--- config.mk ---
export PLATFORM = sky130hd
export DESIGN_NAME = stream_demux_flat
export DESIGN_NICKNAME = d
export VERILOG_FILES = /design/src/rtl/stream_demux_pkg.sv /design/src/rtl/stream_demux_if.sv /design/src/rtl/demux_slot.sv /design/src/rtl/stream_demux.sv /design/src/flat_wrapper.sv
export SDC_FILE = /design/constraint.sdc
export NUM_CORES = 1
export LEC_CHECK = 0
export ABC_AREA = 1
export ABC_CLOCK_PERIOD_IN_PS = 1500
export CAP_MARGIN = 20
export CORE_MARGIN = 8
export CORE_UTILIZATION = 37
export CTS_CLUSTER_DIAMETER = 100
export DETAILED_ROUTE_END_ITERATION = 10
export GPL_TIMING_DRIVEN = 0
export PLACE_DENSITY = 0.71
export SLEW_MARGIN = 40
export SYNTH_ARGS = -nofsm -noshare
export SYNTH_HDL_FRONTEND = slang
export SYNTH_SLANG_ARGS = --single-unit
--- constraint.sdc ---
create_clock -name clk -period 1.5 [get_ports clk]
set_input_delay 0.3 -clock clk [delete_from_list [all_inputs] [get_ports clk]]
set_output_delay 0.3 -clock clk [all_outputs]
set_load 0.005 [all_outputs]
--- src/rtl/stream_demux_pkg.sv ---
// stream_demux_pkg: shared defaults and helpers for the stream demultiplexer.
//   DATA_W_DEF / NUM_CH_DEF / CNT_W_DEF : default parameter values
//   sel_in_range()                      : true when a select addresses a real channel
package stream_demux_pkg;

  localparam int DATA_W_DEF = 8;
  localparam int NUM_CH_DEF = 4;
  localparam int CNT_W_DEF  = 16;

  function automatic logic sel_in_range(input int sel, input int num_ch);
    return sel < num_ch;
  endfunction

endpackage

--- src/rtl/stream_demux_if.sv ---
// stream_demux_if: producer-side and consumer-side valid/ready bundle.
//   in_*    : single input stream (valid, ready, data, select, broadcast)
//   out_*   : NUM_CH output streams; out_data[k] is channel k, same bit
//             layout as a flat NUM_CH*DATA_W vector ([k*DATA_W +: DATA_W])
//   master  : environment view (drives input stream and out_ready)
//   slave   : demux view
interface stream_demux_if #(
  parameter int DATA_W = 8,
  parameter int NUM_CH = 4
);
  localparam int SEL_W = $clog2(NUM_CH);

  logic                           in_valid;
  logic                           in_ready;
  logic [DATA_W-1:0]              in_data;
  logic [SEL_W-1:0]               in_sel;
  logic                           in_bcast;
  logic [NUM_CH-1:0]              out_valid;
  logic [NUM_CH-1:0]              out_ready;
  logic [NUM_CH-1:0][DATA_W-1:0]  out_data;

  modport master (
    output in_valid, in_data, in_sel, in_bcast, out_ready,
    input  in_ready, out_valid, out_data
  );

  modport slave (
    input  in_valid, in_data, in_sel, in_bcast, out_ready,
    output in_ready, out_valid, out_data
  );
endinterface

--- src/rtl/demux_slot.sv ---
// demux_slot: one-entry output register for a single demux channel.
//   load/load_data : write a new beat (only asserted when free is high)
//   out_ready      : consumer accepts the held beat
//   out_valid/data : held beat; data is kept after a drain, not cleared
//   free           : slot empty or draining this cycle
module demux_slot #(
  parameter int DATA_W = 8
) (
  input  logic              clk,
  input  logic              rst_n,
  input  logic              load,
  input  logic [DATA_W-1:0] load_data,
  input  logic              out_ready,
  output logic              out_valid,
  output logic [DATA_W-1:0] out_data,
  output logic              free
);

  logic              valid_q, valid_d;
  logic [DATA_W-1:0] data_q, data_d;

  assign free = !valid_q || out_ready;

  // A load while draining keeps valid high: back-to-back beats, no bubble.
  always_comb begin
    valid_d = load || (valid_q && !out_ready);
    data_d  = load ? load_data : data_q;
  end

  always_ff @(posedge clk or negedge rst_n) begin
    if (!rst_n) begin
      valid_q <= 1'b0;
      data_q  <= '0;
    end else begin
      valid_q <= valid_d;
      data_q  <= data_d;
    end
  end

  assign out_valid = valid_q;
  assign out_data  = data_q;

endmodule

--- src/rtl/stream_demux.sv ---
// stream_demux: 1-to-NUM_CH valid/ready demultiplexer with a registered slot
// per channel, broadcast, and accounting of beats with an out-of-range select.
//   clk, rst_n : clock, asynchronous active-low reset
//   bus        : stream_demux_if slave (input stream + NUM_CH output streams)
//   err_sel    : one-cycle pulse after a bad-select beat was dropped
//   drop_cnt   : saturating count of dropped beats
module stream_demux
  import stream_demux_pkg::*;
#(
  parameter int DATA_W = DATA_W_DEF,
  parameter int NUM_CH = NUM_CH_DEF,
  parameter int CNT_W  = CNT_W_DEF
) (
  input  logic             clk,
  input  logic             rst_n,
  stream_demux_if.slave    bus,
  output logic             err_sel,
  output logic [CNT_W-1:0] drop_cnt
);

  localparam int SEL_W = $clog2(NUM_CH);

  logic [NUM_CH-1:0]             free;
  logic [NUM_CH-1:0]             load;
  logic [NUM_CH-1:0]             vld;
  logic [NUM_CH-1:0][DATA_W-1:0] dat;
  logic                          sel_ok, in_rdy, fire, drop_fire;
  logic                          err_q, err_d;
  logic [CNT_W-1:0]              drop_q, drop_d;

  assign sel_ok = sel_in_range(32'(bus.in_sel), NUM_CH);

  // Ready never looks at in_valid; a bad select is always sunk.
  always_comb begin
    in_rdy = 1'b1;
    if (!rst_n)            in_rdy = 1'b0;
    else if (bus.in_bcast) in_rdy = &free;
    else if (sel_ok)       in_rdy = free[bus.in_sel];
  end

  assign bus.in_ready = in_rdy;
  assign fire         = bus.in_valid && in_rdy;
  // Broadcast wins over an out-of-range select.
  assign drop_fire    = fire && !bus.in_bcast && !sel_ok;

  for (genvar k = 0; k < NUM_CH; k++) begin : g_ch
    assign load[k] = fire && (bus.in_bcast || (sel_ok && (bus.in_sel == SEL_W'(k))));

    demux_slot #(.DATA_W(DATA_W)) u_slot (
      .clk       (clk),
      .rst_n     (rst_n),
      .load      (load[k]),
      .load_data (bus.in_data),
      .out_ready (bus.out_ready[k]),
      .out_valid (vld[k]),
      .out_data  (dat[k]),
      .free      (free[k])
    );
  end

  assign bus.out_valid = vld;
  assign bus.out_data  = dat;

  always_comb begin
    err_d  = drop_fire;
    drop_d = drop_q;
    if (drop_fire && (drop_q != {CNT_W{1'b1}})) drop_d = drop_q + CNT_W'(1);
  end

  always_ff @(posedge clk or negedge rst_n) begin
    if (!rst_n) begin
      err_q  <= 1'b0;
      drop_q <= '0;
    end else begin
      err_q  <= err_d;
      drop_q <= drop_d;
    end
  end

  assign err_sel  = err_q;
  assign drop_cnt = drop_q;

endmodule

--- src/flat_wrapper.sv ---
// flat-port wrapper written by rule: the top's interface ports become plain ports
module stream_demux_flat import stream_demux_pkg::*;
#(
  parameter int DATA_W = DATA_W_DEF,
  parameter int NUM_CH = NUM_CH_DEF,
  parameter int CNT_W  = CNT_W_DEF
)
  (clk, rst_n, err_sel, drop_cnt, bus_in_valid, bus_in_data, bus_in_sel, bus_in_bcast, bus_out_ready, bus_in_ready, bus_out_valid, bus_out_data);
  stream_demux_if #(.DATA_W(DATA_W), .NUM_CH(NUM_CH)) bus_i ();
  input  logic clk;
  input  logic rst_n;
  output logic err_sel;
  output logic [CNT_W-1:0] drop_cnt;
  input wire logic [$bits(bus_i.in_valid)-1:0] bus_in_valid;
  input wire logic [$bits(bus_i.in_data)-1:0] bus_in_data;
  input wire logic [$bits(bus_i.in_sel)-1:0] bus_in_sel;
  input wire logic [$bits(bus_i.in_bcast)-1:0] bus_in_bcast;
  input wire logic [$bits(bus_i.out_ready)-1:0] bus_out_ready;
  output wire logic [$bits(bus_i.in_ready)-1:0] bus_in_ready;
  output wire logic [$bits(bus_i.out_valid)-1:0] bus_out_valid;
  output wire logic [$bits(bus_i.out_data)-1:0] bus_out_data;
  assign bus_i.in_valid = bus_in_valid;
  assign bus_i.in_data = bus_in_data;
  assign bus_i.in_sel = bus_in_sel;
  assign bus_i.in_bcast = bus_in_bcast;
  assign bus_i.out_ready = bus_out_ready;
  assign bus_in_ready = bus_i.in_ready;
  assign bus_out_valid = bus_i.out_valid;
  assign bus_out_data = bus_i.out_data;
  stream_demux #(.DATA_W(DATA_W), .NUM_CH(NUM_CH), .CNT_W(CNT_W)) u_core (.clk(clk), .rst_n(rst_n), .bus(bus_i), .err_sel(err_sel), .drop_cnt(drop_cnt));
endmodule
### Word level (Yosys, flattened, before mapping)

Cells that the tools add are included.

* muxes and demuxes: 4
* magnitude comparators: 1
* reductions and logical operators: 31
* equal/unequal tests: 3

Operator list (count)
* 1-bit logical OR: 12
* 1-bit logical AND: 9
* 1-bit zero test: 8
* 2-bit == test, second input constant: 2
* 4-bit AND reduction: 1
* 2-bit by 3-bit less-than comparator with 1-bit output, second input constant: 1
* 1-bit 2-to-1 mux: 3
* 1-bit binary-select mux with 2-bit select: 1
* 2-bit by 1-bit == test with 1-bit output, second input constant: 1
* 2-bit zero test: 1

* input port bits: 18
* register bits: 36
* word-level logic and storage cells: 47
* output and inout port bits: 54

### Depth between registers and ports, before layout

Gate-level depths: netlist of the first run.

* depth after elaboration: 9
* depth in mapped cells: 9
* gate-level depth less buffers: 9

### Hierarchy

A second synthesis of the first run with hierarchy kept.

* cell total of the unflattened synthesis: 196
* area, all modules: 1625.3 µm²

By module, submodules not included
* demux_slot: cells each 38, instances 4, area an instance 341.6 µm², sequential area each 225.2 µm²
* stream_demux: cells each 44, instances 1, area an instance 259.0 µm², sequential area each 0.0 µm²

### Worst setup path before layout of the first run

No wires, ideal clock.

* path kind: input -> output
* start point: input bus_in_bcast
* end point: output bus_in_ready
* required time: 1.200 ns
* arrival time: 1.084 ns
* path buffers: 1
* stages: 6
* path slack: 0.116 ns
* cell sequence: clkinv_4 nand2_2 nand2_1 nand3_4 nor2_8 buf_8

* word-level cells in the longest chain between the ends: 2

RTL lines
* from (decl): RTL line flat_wrapper.sv:17 `input wire logic [$bits(bus_i.in_bcast)-1:0] bus_in_bcast;`
* 1-bit 2-to-1 mux: RTL line stream_demux.sv:37 `else if (bus.in_bcast) in_rdy = &free;`
* 1-bit 2-to-1 mux: RTL line stream_demux.sv:36 `if (!rst_n) in_rdy = 1'b0;`
* to (decl): RTL line flat_wrapper.sv:19 `output wire logic [$bits(bus_i.in_ready)-1:0] bus_in_ready;`

No other way between the ends.

### Worst setup path after layout of the first run

Ends and elaborated chain as after synthesis.

==> results of run 1 <==
[stage by stage]
stage / hold WS (ps) / setup WS (ps) / area (sq um) / util [%] / setup TNS [ps]
2_1_floorplan: 4.41 / 116 / 1890 / - / 0
3_5_place_dp: 294 / -1050 / 2500 / 52.6 / -19570
3_3_place_gp: 454 / -2000 / 2500 / 52.6 / -81270
5_1_grt: 1.47 / -158 / 2870 / 60.3 / -1630
6_report: -36.3 / -89.0 / 2870 / 60.3 / -118
4_1_cts: -21.5 / -103 / 2840 / 59.8 / -103
[worst max path at each step]
stage	endpoint	slack, ps	depth (start not counted)
after floorplan	bus_in_ready	120	6
after global placement	bus_in_ready	-2000	5
after detailed placement	bus_in_ready	-1050	8
after CTS	bus_in_ready	-100	7
after global routing	bus_in_ready	-160	7
final	bus_in_ready	-90	8
[routing by layer]
layer  vias up  share of wire (%)
met5         -                  0
met4         0                1.6
met3         9                9.4
met2        53                 48
met1       759                 41
li1        810                  -
[timing repair]
item,4_1_cts,5_1_grt
buffers inserted,23,3
endpoints found under the hold margin,36,0
setup endpoints to repair,41,43
gates resized for setup,44,11
pin swaps,12,2
[power groups by stage]
| stage | clock [W] | sequential [W] | combinational, W |
|---|---|---|---|
| after floorplan | 0 | 0.00135 | 0.000388 |
| after global placement | 0 | 0.00133 | 0.00103 |
| after detailed placement | 0 | 0.00134 | 0.00104 |
| after CTS | 0.000769 | 0.00132 | 0.00117 |
| after global routing | 0.000806 | 0.00134 | 0.00128 |
| final | 0.000741 | 0.00132 | 0.00116 |
[registers in the layout (all words and copies together) (netlist names)]
register and cells:
u_core.g_ch.u_slot.out_valid 4, u_core.g_ch.u_slot.out_data 32
[layout by cell type (no fill, tap or decap), drive strengths merged]
| master | Yosys | layout |
|---|---|---|
| nand3 | 5 | 5 |
| inv | 6 | 6 |
| dlygate4sd2 | 0 | 8 |
| buf | 27 | 56 |
| nand4 | 32 | 32 |
| clkbuf | 1 | 8 |
| clkinv | 1 | 1 |
| clkdlybuf4s50 | 0 | 33 |
| nor2 | 5 | 5 |
| o21ai | 5 | 5 |
| conb | 1 | 17 |
| nand2 | 75 | 75 |
| dlymetal6s2s | 0 | 7 |
| dfrtp | 36 | 36 |
[critical path, cell delays in order]
cell and delay, ps:
dlygate4sd2_1 260, clkinv_4 150, nand2_8 140, nand2_2 80
nand2_4 90, nor2_8 50, buf_8 110, buf_6 100
[kinds of logic (layout without fill, tap and decap cells)]
logic type             after synthesis  in the layout
AO/OA/AOI/OAI                        5              5
buffers and inverters               35            119
flip-flops                          36             36
other                                1             17
AND/OR/NAND/NOR                    117            117
[layout make-up]
class | instances | area (sq um) | share of cell area, %
Sequential cell | 36 | 901 | 31.4
Multi-Input combinational cell | 139 | 795 | 27.7
Timing Repair Buffer | 77 | 734 | 25.6
Buffer | 28 | 228 | 7.94
Clock buffer | 7 | 96.3 | 3.36
Tap cell | 67 | 83.8 | 2.92
Inverter | 7 | 31.3 | 1.09
==> results.cfg, run 1 <==
[critical_path]
startpoint = bus_in_bcast
cp.arrival_ps = 1290
crit_path_max_fanout = 10
rr_worst_depth = 10
crit_path_end_kind = primary output
reg2reg_from = u_core.g_ch[3].u_slot.out_valid
reg2reg_slack_ps = -30
worstReg2RegEnd = u_core.g_ch[3].u_slot.out_valid
worstPathRequired_ps = 1200
crit_type = in -> out
startpoint_type = primary input

[cells_and_area]
syn2layout_area_growth_pct = 57.1
fill_cells = 435
fin_nets = 312
final_cells = 361
diodes = 0
drive_gt1_share_pct = 29.6

[route]
drtIter0Drc = 86
drcViolationCount = 0
ant_nets = 0
wl_per_cell_um = 14.3
via_count = 1631
wirelength_um = 5180
vias_per_cell = 4.52
drt-pass1-iter-count = 4

[sta]
min_period_ps = 1590
finalSetupViolCount = 2
drv_slew = 0
whs_ps = -36.3
final-hold-violation-count = 36
grt_setup_unrepaired = yes
fin_skew_ps = 1.62
min_period_over_period_pct = 106
setup_slack_ps = -89.0
max_freq_mhz = 629

[synthesis]
ys_top_cells_by_count = 67 x nand2_1, 36 x dfrtp_1, 32 x nand4_1
synth-seq-cells = 36
synth.top_cell.area_share_pct = 49.3
synth_top_family_by_area = simple AND/OR/NAND/NOR gates
synth_xor_area_share_pct = 0
async_reset_ff_share_pct = 100
synthFlopType = dfrtp_1
synthAdderAreaFrac_pct = 0
synth_area_per_cell_sq_um = 9.42
synth-compound-area-share_pct = 1.58
yosys.area_share.simple_pct = 34.7
synthMuxAreaShare_pct = 0
syn_inst = 194
synth_area_leaders = dfrtp_1 49%, nand2_1 14%, nand4_1 11%, buf_4 9.0%, nand3_4 4.8%
post-synth-top-count-cell = nand2_1
synth-edff-count = 0
synth_top_cell_by_area = dfrtp_1
syn_area_sq_um = 1830
ys_types = 17
yosysWarnings = 0
yosysSeqAreaShare_pct = 49.3

[clock_network]
path_clk_slew_ps = 70
cts_sinks = 36
cts_root_buf = clkbuf_8
tritoncts = done
h-tree-depth = 2
cts_inserted_buffers = 5
clk_latency_ps = 290
clockBufferDepth = 2

[global_routing]
grt_pass1_wl_um = 8580
antenna_found_initial = 0
grtUsageMet3_pct = 6.81
grt_use_met2_pct = 23.8
grt_usage_pct = 14.7
grt_pass1_vias = 1715
grt_start_max_net_pins = 38
grt.busiest_layer = met2
grt_use_met1_pct = 16.9
globalRouteOverflowTotal = 0

[power]
p_int_w = 0.00229
power.clock.fraction_pct = 23.0
switching_power_w = 0.000929
power_leakage_nw = 1.53
sequentialPowerShare_pct = 41.0
power_density_nw_per_um2 = 1120
combPwrFrac_pct = 36.0
total_power_w = 0.00322
switching_share_pct = 28.9
peakVddDrop_mv = 0.577

[die]
die_y_um = 86.3
core-area_sq_um = 4750
die_width_um = 86.3
io_pins = 72
initial_utilization_pct = 38.4
die-area_sq_um = 7440
rows = 25

[status]
violations = hold timing, setup timing
status = finished with violations

[worst_hold_path]
min_path_type = in -> async

[place]
dpl.hpwl_um = 3700
io_buffers = 53
gp_congestion = 0.812
dpl.cell_count = 330

[job]
maxCapViolCount = 0
(Power assumes the default switching activity.)
==> run 2: changes to the inputs <==
--- a/config.mk
+++ b/config.mk
@@ -7,13 +7,13 @@
 export LEC_CHECK = 0
 export ABC_AREA = 1
 export ABC_CLOCK_PERIOD_IN_PS = 1500
-export CAP_MARGIN = 20
+export CAP_MARGIN = 0
 export CORE_MARGIN = 8
 export CORE_UTILIZATION = 37
 export CTS_CLUSTER_DIAMETER = 100
 export DETAILED_ROUTE_END_ITERATION = 10
 export GPL_TIMING_DRIVEN = 0
-export PLACE_DENSITY = 0.71
+export PLACE_DENSITY = 0.8
 export SLEW_MARGIN = 40
 export SYNTH_ARGS = -nofsm -noshare
 export SYNTH_HDL_FRONTEND = slang
==> run 2 against run 1 <==
The run ends with setup timing left; highest routed layer unchanged; sequential power is essentially flat; final cell count decreased by 3.3%; wire length is 1.5% lower; global-route usage shrank 0.28 points; non-clock buffer count decreased by 13; first-iteration DRC count is 8.1% lower; worst hold slack better by 230 ps; sequential share of layout area up 1.1 points; register-to-register slack gained 100 ps.
==> results.cfg, run 2 (synthesis results as in run 1) <==
[critical_path]
worstPathRequired_ps = 1200
crit_path_max_fanout = 10
crit_path_end_kind = primary output
rr_worst_depth = 9
startpoint_type = primary input
crit_type = in -> out
cp.arrival_ps = 1260

[sta]
min_period_over_period_pct = 104
fin_skew_ps = 4.23
slew_headroom_pct = 59.3
grt_setup_unrepaired = yes
max_freq_mhz = 641
final-hold-violation-count = 0
tightest_slew_ps = 608
setup_slack_ps = -60.6
finalSetupViolCount = 1
min_period_ps = 1560
drv_slew = 0

[place]
gp_congestion = 0.839
dpl.cell_count = 331
dpl.hpwl_um = 3750
pre_cts_ws_ps = -1040
io_buffers = 53

[clock_network]
cts_inserted_buffers = 5
tritoncts = done
path_clk_slew_ps = 70
clk_latency_ps = 290
cts_sinks = 36
cts_root_buf = clkbuf_8
clockBufferDepth = 2
h-tree-depth = 2

[power]
power_density_nw_per_um2 = 1130
power_leakage_nw = 1.47
peakVddDrop_mv = 0.569

[route]
ant_nets = 0
drt-met1-wl_um = 2080
wirelength_um = 5100
top_layer_used = met4
wl_met3_um = 422
drtIter0Drc = 79
drt-pass1-iter-count = 4
drcViolationCount = 0
met2_length_um = 2510
wl_per_cell_um = 14.6
vias_per_cell = 4.53
via_count = 1580

[status]
status = finished with violations
violations = setup timing

[die]
rows = 25
core-area_sq_um = 4750
initial_utilization_pct = 38.4
die_width_um = 86.3
die_y_um = 86.3
io_pins = 72
die-area_sq_um = 7440

[worst_hold_path]
min_path_type = in -> async

[cells_and_area]
final_cells = 349
layout_commonest_cell = nand2_1
multi_input_area_sq_um = 798
largest_reg_flops = 32
fin_nets = 299
fill_cells = 423
regArea_sq_um = 901
drive_gt1_share_pct = 26.6
syn2layout_area_growth_pct = 51.5
layout_common_cells = 64 x nand2_1, 36 x dfrtp_1, 32 x nand4_1, 32 x clkdlybuf4s50_1, 31 x buf_4
diodes = 0

[global_routing]
grt_pass1_vias = 1613
grt_pass1_wl_um = 8230
globalRouteOverflowTotal = 0
grt_usage_pct = 14.4
grt_start_max_net_pins = 24
antenna_found_initial = 0

[job]
maxCapViolCount = 0
[run 2: cell types whose count changed in the layout (fill, tap and decap cells not counted), sizes merged]
cell / before / now
clkdlybuf4s50: 33 / 32
clkbuf: 8 / 9
dlygate4sd2: 8 / 7
dlymetal6s2s: 7 / 9
dlygate4sd3: 0 / 1
clkdlybuf4s15: 0 / 1
buf: 56 / 41
[run 2: metal layers]
metal,up-vias,global-route usage (%)
li1,785,-
met1,728,16.4
met2,60,23.9
met3,7,4.82
met4,0,6.73
met5,-,0
[run 2: worst paths after layout]
path	from	to	slack, ps
worst max-delay path	bus_in_bcast	bus_in_ready	-60
worst min-delay path	rst_n	u_core.g_ch[2].u_slot.out_data[7]	190
worst max register to register	u_core.g_ch[0].u_slot.out_valid	u_core.g_ch[1].u_slot.out_data[0]	70
worst min register to register	u_core.g_ch[2].u_slot.out_data[1]	u_core.g_ch[2].u_slot.out_data[1]	480
max in group asynchronous	rst_n	u_core.g_ch[0].u_slot.out_data[0]	520
min in group clk	bus_out_ready[1]	u_core.g_ch[1].u_slot.out_valid	240
[run 2: final cells by class]
cell class	instances	share of cell area [%]
buffer	28	8.23
clock buffer	8	3.25
inverter	7	1.13
multi-input combinational	139	28.8
sequential	36	32.5
tap	67	3.03
timing repair buffer	64	23.0
[run 2: critical path: stages]
cell,delay (ps)
clkdlybuf4s15_1,230
clkinv_4,150
nand2_8,130
nand2_2,70
nand2_4,100
nor2_8,50
buf_8,110
buf_6,100
[run 2: what timing repair did]
| item | CTS | global route |
|---|---|---|
| hold buffers | 2 | 0 |
| endpoints found under the setup margin | 41 | 44 |
| buffers inserted | 5 | 3 |
| pin swaps | 9 | 2 |
| endpoints found under the hold margin | 13 | 0 |
| gates resized for setup | 34 | 17 |
[run 2: power breakdown]
group          internal, W  total [W]  switching [W]
sequential         0.00120    0.00132       0.000126
clock             0.000374   0.000705       0.000331
combinational     0.000623    0.00109       0.000463
[run 2: stage by stage]
stage / power [W] / hold WS (ps) / instance area [sq um] / util (%) / setup TNS [ps]
4_1_cts: 0.00314 / 306 / 2720 / 57.2 / -919
2_1_floorplan: 0.00173 / 4.41 / 1890 / - / 0
6_report: 0.00311 / 194 / 2770 / 58.2 / -60.6
3_3_place_gp: 0.00236 / 455 / 2500 / 52.6 / -79380
5_1_grt: 0.00331 / 246 / 2770 / 58.2 / -615
3_5_place_dp: 0.00239 / 230 / 2520 / 53.1 / -18870
